## src/rtl/angle_cmd_sequencer.sv

```systemverilog
// ---------------------------------------------------------------------------
// angle_cmd_sequencer
//
// Purpose:
//   Decodes 2-byte angle commands arriving from uart_rx, validates module ID,
//   parity and angle range, and holds an accepted angle as "pending" until the
//   next rising edge of the (asynchronous) shoot line hands it to the
//   modulator. Every completed frame addressed to this board is answered with
//   an ACK or NAK byte through uart_tx. Runs on the clk24 domain.
//
//   Frame format: byte1 = {ID[3:0], A[11:8]}, byte2 = A[7:0].
//
// Ports:
//   i_clk             system clock (clk24)
//   i_reset           asynchronous reset, active-high
//   i_rx_done         1-cycle pulse, uart_rx byte ready
//   i_rx_data         received byte
//   i_rx_parity_error uart_rx parity flag, qualified by i_rx_done
//   i_tx_busy         uart_tx busy
//   o_tx_start        1-cycle start pulse to uart_tx
//   o_tx_data         reply byte (ACK_BYTE / NAK_BYTE)
//   i_shoot           asynchronous shoot line from the connector
//   o_angle           angle applied to the modulator
//   o_angle_update    1-cycle pulse when o_angle is loaded
//   o_pending         a valid angle is waiting for shoot
//   o_err_count       saturating count of rejected/dropped bytes and frames
// ---------------------------------------------------------------------------
module angle_cmd_sequencer #(
    parameter logic [3:0]  MODULE_ID      = 4'd0,
    parameter int          TIMEOUT_CYCLES = 24000,
    parameter logic [11:0] ANGLE_MAX      = 12'd3599,
    parameter logic [7:0]  ACK_BYTE       = 8'hA5,
    parameter logic [7:0]  NAK_BYTE       = 8'h5A
) (
    input  logic        i_clk,
    input  logic        i_reset,
    input  logic        i_rx_done,
    input  logic [7:0]  i_rx_data,
    input  logic        i_rx_parity_error,
    input  logic        i_tx_busy,
    output logic        o_tx_start,
    output logic [7:0]  o_tx_data,
    input  logic        i_shoot,
    output logic [11:0] o_angle,
    output logic        o_angle_update,
    output logic        o_pending,
    output logic [7:0]  o_err_count
);

    // Wide enough to hold TIMEOUT_CYCLES-1 even for tiny timeouts.
    localparam int TO_W = $clog2(TIMEOUT_CYCLES + 1);
    localparam logic [TO_W-1:0] TO_LAST = TO_W'(TIMEOUT_CYCLES - 1);

    typedef enum logic [2:0] {
        ST_IDLE,
        ST_WAIT_LO,
        ST_CHECK,
        ST_TX_REQ,
        ST_TX_WAIT
    } state_t;

    state_t r_state;
    state_t w_next_state;

    logic [7:0]      r_byte1;
    logic [7:0]      r_byte2;
    logic            r_parity2;
    logic [TO_W-1:0] r_to_cnt;
    logic [1:0]      r_txw_cnt;
    logic            r_txw_busy_seen;
    logic [11:0]     r_pend_angle;
    logic            r_pending;
    logic [11:0]     r_angle;
    logic            r_angle_update;
    logic [7:0]      r_tx_data;
    logic [7:0]      r_err_count;
    logic [1:0]      r_shoot_sync;
    logic            r_shoot_prev;

    logic [11:0] w_frame_angle;
    logic        w_id_ok;
    logic        w_frame_ok;
    logic        w_shoot_edge;
    logic        w_load_b1;
    logic        w_load_b2;
    logic        w_byte1_perr;
    logic        w_timeout;
    logic        w_accept;
    logic        w_reject;
    logic        w_drop;
    logic        w_tx_start;
    logic [1:0]  w_err_add;
    logic [8:0]  w_err_sum;

    assign w_frame_angle = {r_byte1[3:0], r_byte2};
    assign w_id_ok       = (r_byte1[7:4] == MODULE_ID);
    assign w_frame_ok    = !r_parity2 && w_id_ok && (w_frame_angle <= ANGLE_MAX);
    assign w_shoot_edge  = r_shoot_sync[1] && !r_shoot_prev;

    // State register.
    always_ff @(posedge i_clk or posedge i_reset) begin
        if (i_reset) begin
            r_state <= ST_IDLE;
        end else begin
            r_state <= w_next_state;
        end
    end

    // Next-state decode plus the single-cycle strobes that steer the datapath.
    // tx_start is decoded here so it appears in the TX_REQ cycle itself, which
    // keeps the byte2-to-start latency at two cycles when the UART is idle.
    always_comb begin
        w_next_state = r_state;
        w_load_b1    = 1'b0;
        w_load_b2    = 1'b0;
        w_byte1_perr = 1'b0;
        w_timeout    = 1'b0;
        w_accept     = 1'b0;
        w_reject     = 1'b0;
        w_drop       = 1'b0;
        w_tx_start   = 1'b0;
        case (r_state)
            ST_IDLE: begin
                if (i_rx_done) begin
                    if (i_rx_parity_error) begin
                        w_byte1_perr = 1'b1;
                    end else begin
                        w_load_b1    = 1'b1;
                        w_next_state = ST_WAIT_LO;
                    end
                end
            end
            ST_WAIT_LO: begin
                if (i_rx_done) begin
                    w_load_b2    = 1'b1;
                    w_next_state = ST_CHECK;
                end else if (r_to_cnt == TO_LAST) begin
                    w_timeout    = 1'b1;
                    w_next_state = ST_IDLE;
                end
            end
            ST_CHECK: begin
                w_drop = i_rx_done;
                if (w_frame_ok) begin
                    w_accept = 1'b1;
                end else begin
                    w_reject = 1'b1;
                end
                // Frames for other boards share the bus: stay silent.
                w_next_state = w_id_ok ? ST_TX_REQ : ST_IDLE;
            end
            ST_TX_REQ: begin
                w_drop = i_rx_done;
                if (!i_tx_busy) begin
                    w_tx_start   = 1'b1;
                    w_next_state = ST_TX_WAIT;
                end
            end
            ST_TX_WAIT: begin
                w_drop = i_rx_done;
                if (r_txw_busy_seen && !i_tx_busy) begin
                    w_next_state = ST_IDLE;
                end else if (!r_txw_busy_seen && !i_tx_busy && (r_txw_cnt == 2'd3)) begin
                    // UART never went busy: the start pulse was lost.
                    w_next_state = ST_IDLE;
                end
            end
            default: begin
                w_next_state = ST_IDLE;
            end
        endcase
    end

    // Frame capture, inter-byte timeout counter and TX_WAIT guard counter.
    always_ff @(posedge i_clk or posedge i_reset) begin
        if (i_reset) begin
            r_byte1         <= 8'h00;
            r_byte2         <= 8'h00;
            r_parity2       <= 1'b0;
            r_to_cnt        <= '0;
            r_txw_cnt       <= 2'd0;
            r_txw_busy_seen <= 1'b0;
        end else begin
            if (w_load_b1) begin
                r_byte1 <= i_rx_data;
            end
            if (w_load_b2) begin
                r_byte2   <= i_rx_data;
                r_parity2 <= i_rx_parity_error;
            end
            if (w_load_b1) begin
                r_to_cnt <= '0;
            end else if (r_state == ST_WAIT_LO) begin
                r_to_cnt <= r_to_cnt + 1'b1;
            end
            if (w_tx_start) begin
                r_txw_cnt       <= 2'd0;
                r_txw_busy_seen <= 1'b0;
            end else if (r_state == ST_TX_WAIT) begin
                if (r_txw_cnt != 2'd3) begin
                    r_txw_cnt <= r_txw_cnt + 2'd1;
                end
                if (i_tx_busy) begin
                    r_txw_busy_seen <= 1'b1;
                end
            end
        end
    end

    // Reply byte. It is settled in CHECK, well before TX_REQ raises tx_start.
    always_ff @(posedge i_clk or posedge i_reset) begin
        if (i_reset) begin
            r_tx_data <= NAK_BYTE;
        end else if (w_accept) begin
            r_tx_data <= ACK_BYTE;
        end else if (w_reject) begin
            r_tx_data <= NAK_BYTE;
        end
    end

    // A byte dropped while busy can coincide with a rejected frame in CHECK,
    // so up to two errors may be added in one cycle.
    assign w_err_add = {1'b0, (w_byte1_perr | w_timeout | w_reject)} + {1'b0, w_drop};
    assign w_err_sum = {1'b0, r_err_count} + {7'd0, w_err_add};

    // Saturating error counter.
    always_ff @(posedge i_clk or posedge i_reset) begin
        if (i_reset) begin
            r_err_count <= 8'h00;
        end else if (w_err_sum[8]) begin
            r_err_count <= 8'hFF;
        end else begin
            r_err_count <= w_err_sum[7:0];
        end
    end

    // Shoot line: two-flop synchroniser followed by a rising-edge detector.
    always_ff @(posedge i_clk or posedge i_reset) begin
        if (i_reset) begin
            r_shoot_sync <= 2'b00;
            r_shoot_prev <= 1'b0;
        end else begin
            r_shoot_sync <= {r_shoot_sync[0], i_shoot};
            r_shoot_prev <= r_shoot_sync[1];
        end
    end

    // Pending angle and its hand-off to the modulator. If an accept lands on
    // the same cycle as a shoot edge, the old pending value is applied and the
    // freshly accepted one stays pending.
    always_ff @(posedge i_clk or posedge i_reset) begin
        if (i_reset) begin
            r_pend_angle   <= 12'd0;
            r_pending      <= 1'b0;
            r_angle        <= 12'd0;
            r_angle_update <= 1'b0;
        end else begin
            r_angle_update <= 1'b0;
            if (w_shoot_edge && r_pending) begin
                r_angle        <= r_pend_angle;
                r_angle_update <= 1'b1;
            end
            if (w_accept) begin
                r_pend_angle <= w_frame_angle;
                r_pending    <= 1'b1;
            end else if (w_shoot_edge && r_pending) begin
                r_pending <= 1'b0;
            end
        end
    end

    assign o_tx_start     = w_tx_start;
    assign o_tx_data      = r_tx_data;
    assign o_angle        = r_angle;
    assign o_angle_update = r_angle_update;
    assign o_pending      = r_pending;
    assign o_err_count    = r_err_count;

endmodule

```

## config.mk

```make
export PLATFORM = sky130hd
export DESIGN_NAME = angle_cmd_sequencer
export DESIGN_NICKNAME = d
export VERILOG_FILES = /design/src/rtl/angle_cmd_sequencer.sv
export SDC_FILE = /design/constraint.sdc
export NUM_CORES = 1
export LEC_CHECK = 0
export CAP_MARGIN = 25
export CORE_MARGIN = 1.5
export CORE_UTILIZATION = 40
export CTS_CLUSTER_DIAMETER = 100
export CTS_CLUSTER_SIZE = 24
export DETAILED_ROUTE_END_ITERATION = 10
export GPL_TIMING_DRIVEN = 0
export PLACE_DENSITY = 0.61
export SYNTH_ARGS = -nofsm -noshare
export SYNTH_HDL_FRONTEND = slang
export SYNTH_SLANG_ARGS = --single-unit
```

## constraint.sdc

```tcl
create_clock -name i_clk -period 7.3 [get_ports i_clk]
set_input_delay 1.825 -clock i_clk [delete_from_list [all_inputs] [get_ports i_clk]]
set_output_delay 1.825 -clock i_clk [all_outputs]
set_load 0.005 [all_outputs]
```

; Yosys cells after proc, flatten, opt, wreduce, memory -nomap -nowiden
; Cells that the tools add are included.
[word_totals]
register_bits = 83
out_inout_bits = 31
[classes]
add_sub_neg = 4
n_lt_le_gt_ge = 1
n_eq_ne = 12
mux = 41
bitwise_logic = 2
n_reduce_logical = 23
[ops]
columns = op, n
row1 = $mux 15, 2
row2 = $mux 1, 24
row3 = $mux 8, 3
row4 = $mux 3, 7
row5 = $add 15x1->15 const B, 1
row6 = $eq 15x15->1 const B, 1
row7 = $pmux 3 s5, 1
row8 = $le 12x12->1 const B, 1
row9 = $reduce_bool 2->1, 6
row10 = $add 8x2->9, 1
row11 = $mux 2, 4
row12 = $ne 2x2->1 const B, 4
row13 = $logic_and 1x1->1, 7
row14 = $eq 3x2->1 const B, 2
row15 = $ne 3x3->1 const B, 2
row16 = $reduce_and 5->1, 1
row17 = $logic_not 1->1, 4
row18 = $logic_not 4->1, 1
row19 = $reduce_and 2->1, 2
row20 = $eq 3x1->1 const B, 1
row21 = $eq 3x3->1 const B, 1
row22 = $logic_not 3->1, 1
row23 = $reduce_or 3->1, 1
row24 = $add 1x1->2, 1
row25 = 3 further kinds, 4

; Depth between registers and ports, before layout
; Gate-level depths: netlist of run 1.
[logic_depth]
ltp_word = 9
mapped_depth = 11
depth_no_buf = 10

; Worst setup path after synthesis of run 1
; OpenSTA, ideal clock, no wires.
[synth_path]
path_type = input to output
from = input port i_tx_busy
to = output port o_tx_start
arrival_ns = 2.230
required_time_ns = 5.475
path_slack_ns = 3.245
path_stages = 1
n_path_buf = 0
path_cell_list = nor4b_1
[synth_between]
elab_chain_len = 2
[synth_lines]
columns = item, line_no
row1 = from (decl), 40  ; input logic i_tx_busy,
row2 = $mux 1, 154  ; if (!i_tx_busy) begin
row3 = $mux 1, 122  ; case (r_state)
row4 = to (decl), 41  ; output logic o_tx_start,
; Every way passes these cells.

; Worst setup path in the final report of run 1
; Ends and elaborated chain as after synthesis.

==> metrics.txt, run 1 <==
Mean Syn Cell Area=10.59 um^2; Hold Violations, Final=0; Cell Area, Placed=0.003915 mm^2; met1 Use GR=0.2003; utilization after layout=0.5065; met3 global-route usage=0.03479; final WL=6.141 mm; WP data arrival=3.37 ns; r2r startpoint=r_to_cnt[9]; Worst EP required=5.48 ns; Port Buffers=44; setup TNS=0 ns; post-CTS setup buffers=0; Post-synth EDFFs=0; TritonCTS clock tree=done; HP Class=reg2reg; CTS Buffer Depth=2; hold slack=0.3588 ns; Worst path top cell family by delay=buffers and inverters; Synth Cell Area=0.003313 mm^2; Yosys cell types=44; CP max stage delay=0.59 ns; Max VDD drop=0.1365 mV; hold_buf cts=0; CTS H-Tree Depth=3; die footprint=0.008838 mm^2; Worst path slowest cell=clkdlybuf4s50_1; clk sinks=77; Crit path buffers/inverters=2; GR Util met2=0.2415; area leader, netlist=dfrtp_1; Core Footprint=0.008134 mm^2; Critical Path Start Type=input port; Initial Utilization=0.4073; final slew viol count=0; largest net degree at the start of global routing=54; sequential area share after synthesis=0.5819; Syn. warnings=0; num ports=45; Final Cycle Share=0.7120; Resized cells post-CTS=0; initial drt markers=99; clock period minus worst slack=5.198 ns; syn nets=330; path length in cells of the critical path=3; number of cell rows=33; Pwr Density=375.4 mW/mm^2; initial antenna violation count=0; DP HPWL=4.334 mm; #FFs+latches synth=77; skew final=0.01017 ns; Leak=1.888 nW; vias in the first global route=2217; ranking of synthesized cells by area=dfrtp_1, nand2_1, mux2_2; CTS root buf=clkbuf_8; Clock Latency Late Sink=0.35 ns; Detailed Routing Iterations Pass 1=4; Worst-Margin Slew=0.6631 ns; Post-synth top flop=dfrtp_1; DR DRC count=0; CTS clk-pin slew, worst paths=0.09 ns; reg2reg path depth=9; post-synth top area share=0.5740; # setup viols final=0; reg2reg setup slack=4.12 ns; CP Cell Sequence=clkdlybuf4s50_1 > nor4b_1 > clkdlybuf4s50_1; total global routing track utilization=0.1528; post-route cell area=0.004120 mm^2; gr ovfl total=0; Synth Instances=313; Routed wire per std cell=12.82 um; total power=1.547 mW; gpl congestion=0.7631; via count=2372; worst hold endpoint=r_shoot_sync[1]; first-pass GRT wire length=10.34 mm; Worst Hold Depth=0; P&R area growth vs syn=24.36%; share of cells above drive strength 1=0.1417; critical path type=in2out; Die Wd=94.01 um; Post-synth ARST share=1.000; Top cell by count, worst path=clkdlybuf4s50_1; crit end category=output pin; status=complete, no violations; reg2reg end=o_err_count[2]; max_cap viols=0; RSZ-0062 raised after global routing=no; relative slew slack=0.5538; Nets=386; Antenna Violating Nets Remaining=0; Die H=94.01 um; HP Start=r_shoot_sync[0]; cts bufs inserted=9; Top Usage Layer GRT=met2; DR vias/cell=4.952; Critical Path Fanout Max=6; Max Freq=192.4 MHz; Inserted Diodes=0
==> cell families (layout without fill, tap and decap cells) <==
family,count (synthesis),count (layout),synth area share
buf+inv,25,86,0.04003
compound gates,31,31,0.05552
fa+ha+maj,3,3,0.01359
flops,77,77,0.5819
mux,22,22,0.07440
xor+xnor,11,11,0.02908
simple gates,144,144,0.2054
==> layout by cell type (no fill, tap or decap), types with 3 or more instances in the layout <==
cell / count
a21oi_1: 9
and3_1: 3
buf_4: 6
clkbuf_1: 8
clkbuf_8: 9
clkdlybuf4s50_1: 44
clkinvlp_4: 3
dfrtp_1: 76
inv_1: 7
mux2_2: 21
nand2_1: 76
nand2b_1: 5
nand3_1: 5
nand4_1: 5
nor2_1: 21
nor3_1: 6
nor4_1: 3
nor4b_1: 3
o21ai_0: 12
or3_1: 3
xnor2_1: 8
xor2_1: 3
==> worst register-to-register path: stages, from the launching register on <==
cell and delay, ns:
dfrtp_1 0.41, or4b_2 0.67, nor4b_1 0.46, a22oi_1 0.17, o21ai_0 0.15, fa_1 0.30, and4_1 0.30, and3_1 0.26
nand3_1 0.22, o21ai_0 0.15
==> worst max path at each step <==
stage / startpoint / end
2_1_floorplan: i_tx_busy / o_tx_start
3_3_place_gp: i_tx_busy / o_tx_start
3_5_place_dp: i_tx_busy / o_tx_start
4_1_cts: i_tx_busy / o_tx_start
5_1_grt: i_tx_busy / o_tx_start
6_report: i_tx_busy / o_tx_start
==> final cells by class <==
cell class	instances	area [um^2]
fill	764	4014
sequential	77	1928
multi-input combinational	211	1252
timing repair buffer	45	467.9
tap	105	131.4
clock buffer	9	123.9
buffer	17	102.6
clock inverter	7	81.33
inverter	8	32.53
==> power breakdown <==
group	internal, mW	leakage [nW]	switching (mW)
clock network	0.162	0.0944	0.168
logic	0.303	0.809	0.210
registers	0.590	0.984	0.113
==> through the flow <==
stage,worst slack (ns),instances
final,2.102,479
after global routing,1.948,479
after CTS,2.057,479
after detailed placement,2.059,463
after global placement,2.039,462
after floorplan,3.245,313
==> cell usage after synthesis, types with 2 or more instances <==
cell type	n
buf_4	6
and2_1	2
nor4_1	3
nor2b_1	2
or4_1	2
ha_1	2
mux2_2	21
and3_1	3
clkbuf_1	8
buf_6	2
nand2b_1	5
inv_1	8
o21ai_0	12
a21oi_1	9
o31ai_1	2
xor2_1	3
dfrtp_1	76
nor3_1	6
nor4b_1	3
a211o_1	2
xnor2_1	8
nor2_1	21
nand3_1	5
nand2_1	76
nand4_1	5
or3_1	3
==> routing by layer <==
metal | part of all wire | up-vias
met5 | 0 | -
met4 | 0.017 | 0
met3 | 0.029 | 11
met2 | 0.48 | 36
met1 | 0.48 | 1164
li1 | - | 1161
==> state kept, by name, indices dropped and copies added (netlist names) <==
signal / flops
r_to_cnt: 15
r_txw_busy_seen: 1
r_shoot_prev: 1
r_shoot_sync: 2
o_angle: 12
r_byte2: 8
o_pending: 1
r_parity2: 1
r_pend_angle: 12
r_byte1: 8
o_tx_data: 2
o_err_count: 8
r_txw_cnt: 2
o_angle_update: 1
r_state: 3
No activity file was read; power rests on OpenSTA's default activity.
==> run 2, diff against run 1 <==
- clock period: 7.3 -> 4.8 ns (I/O delays scaled with it)
==> results of run 2 <==
Same layout as run 1 (identical final DEF). Status: complete, no violations.
Among the figures that moved: setup slack after placement 2.059 ns -> 0.8090 ns; setup slack after layout 2.102 ns -> 0.8524 ns; register-to-register setup slack 4.12 ns -> 1.62 ns; total power 1.547 mW -> 2.353 mW; worst IR drop on VDD 0.1365 mV -> 0.2076 mV
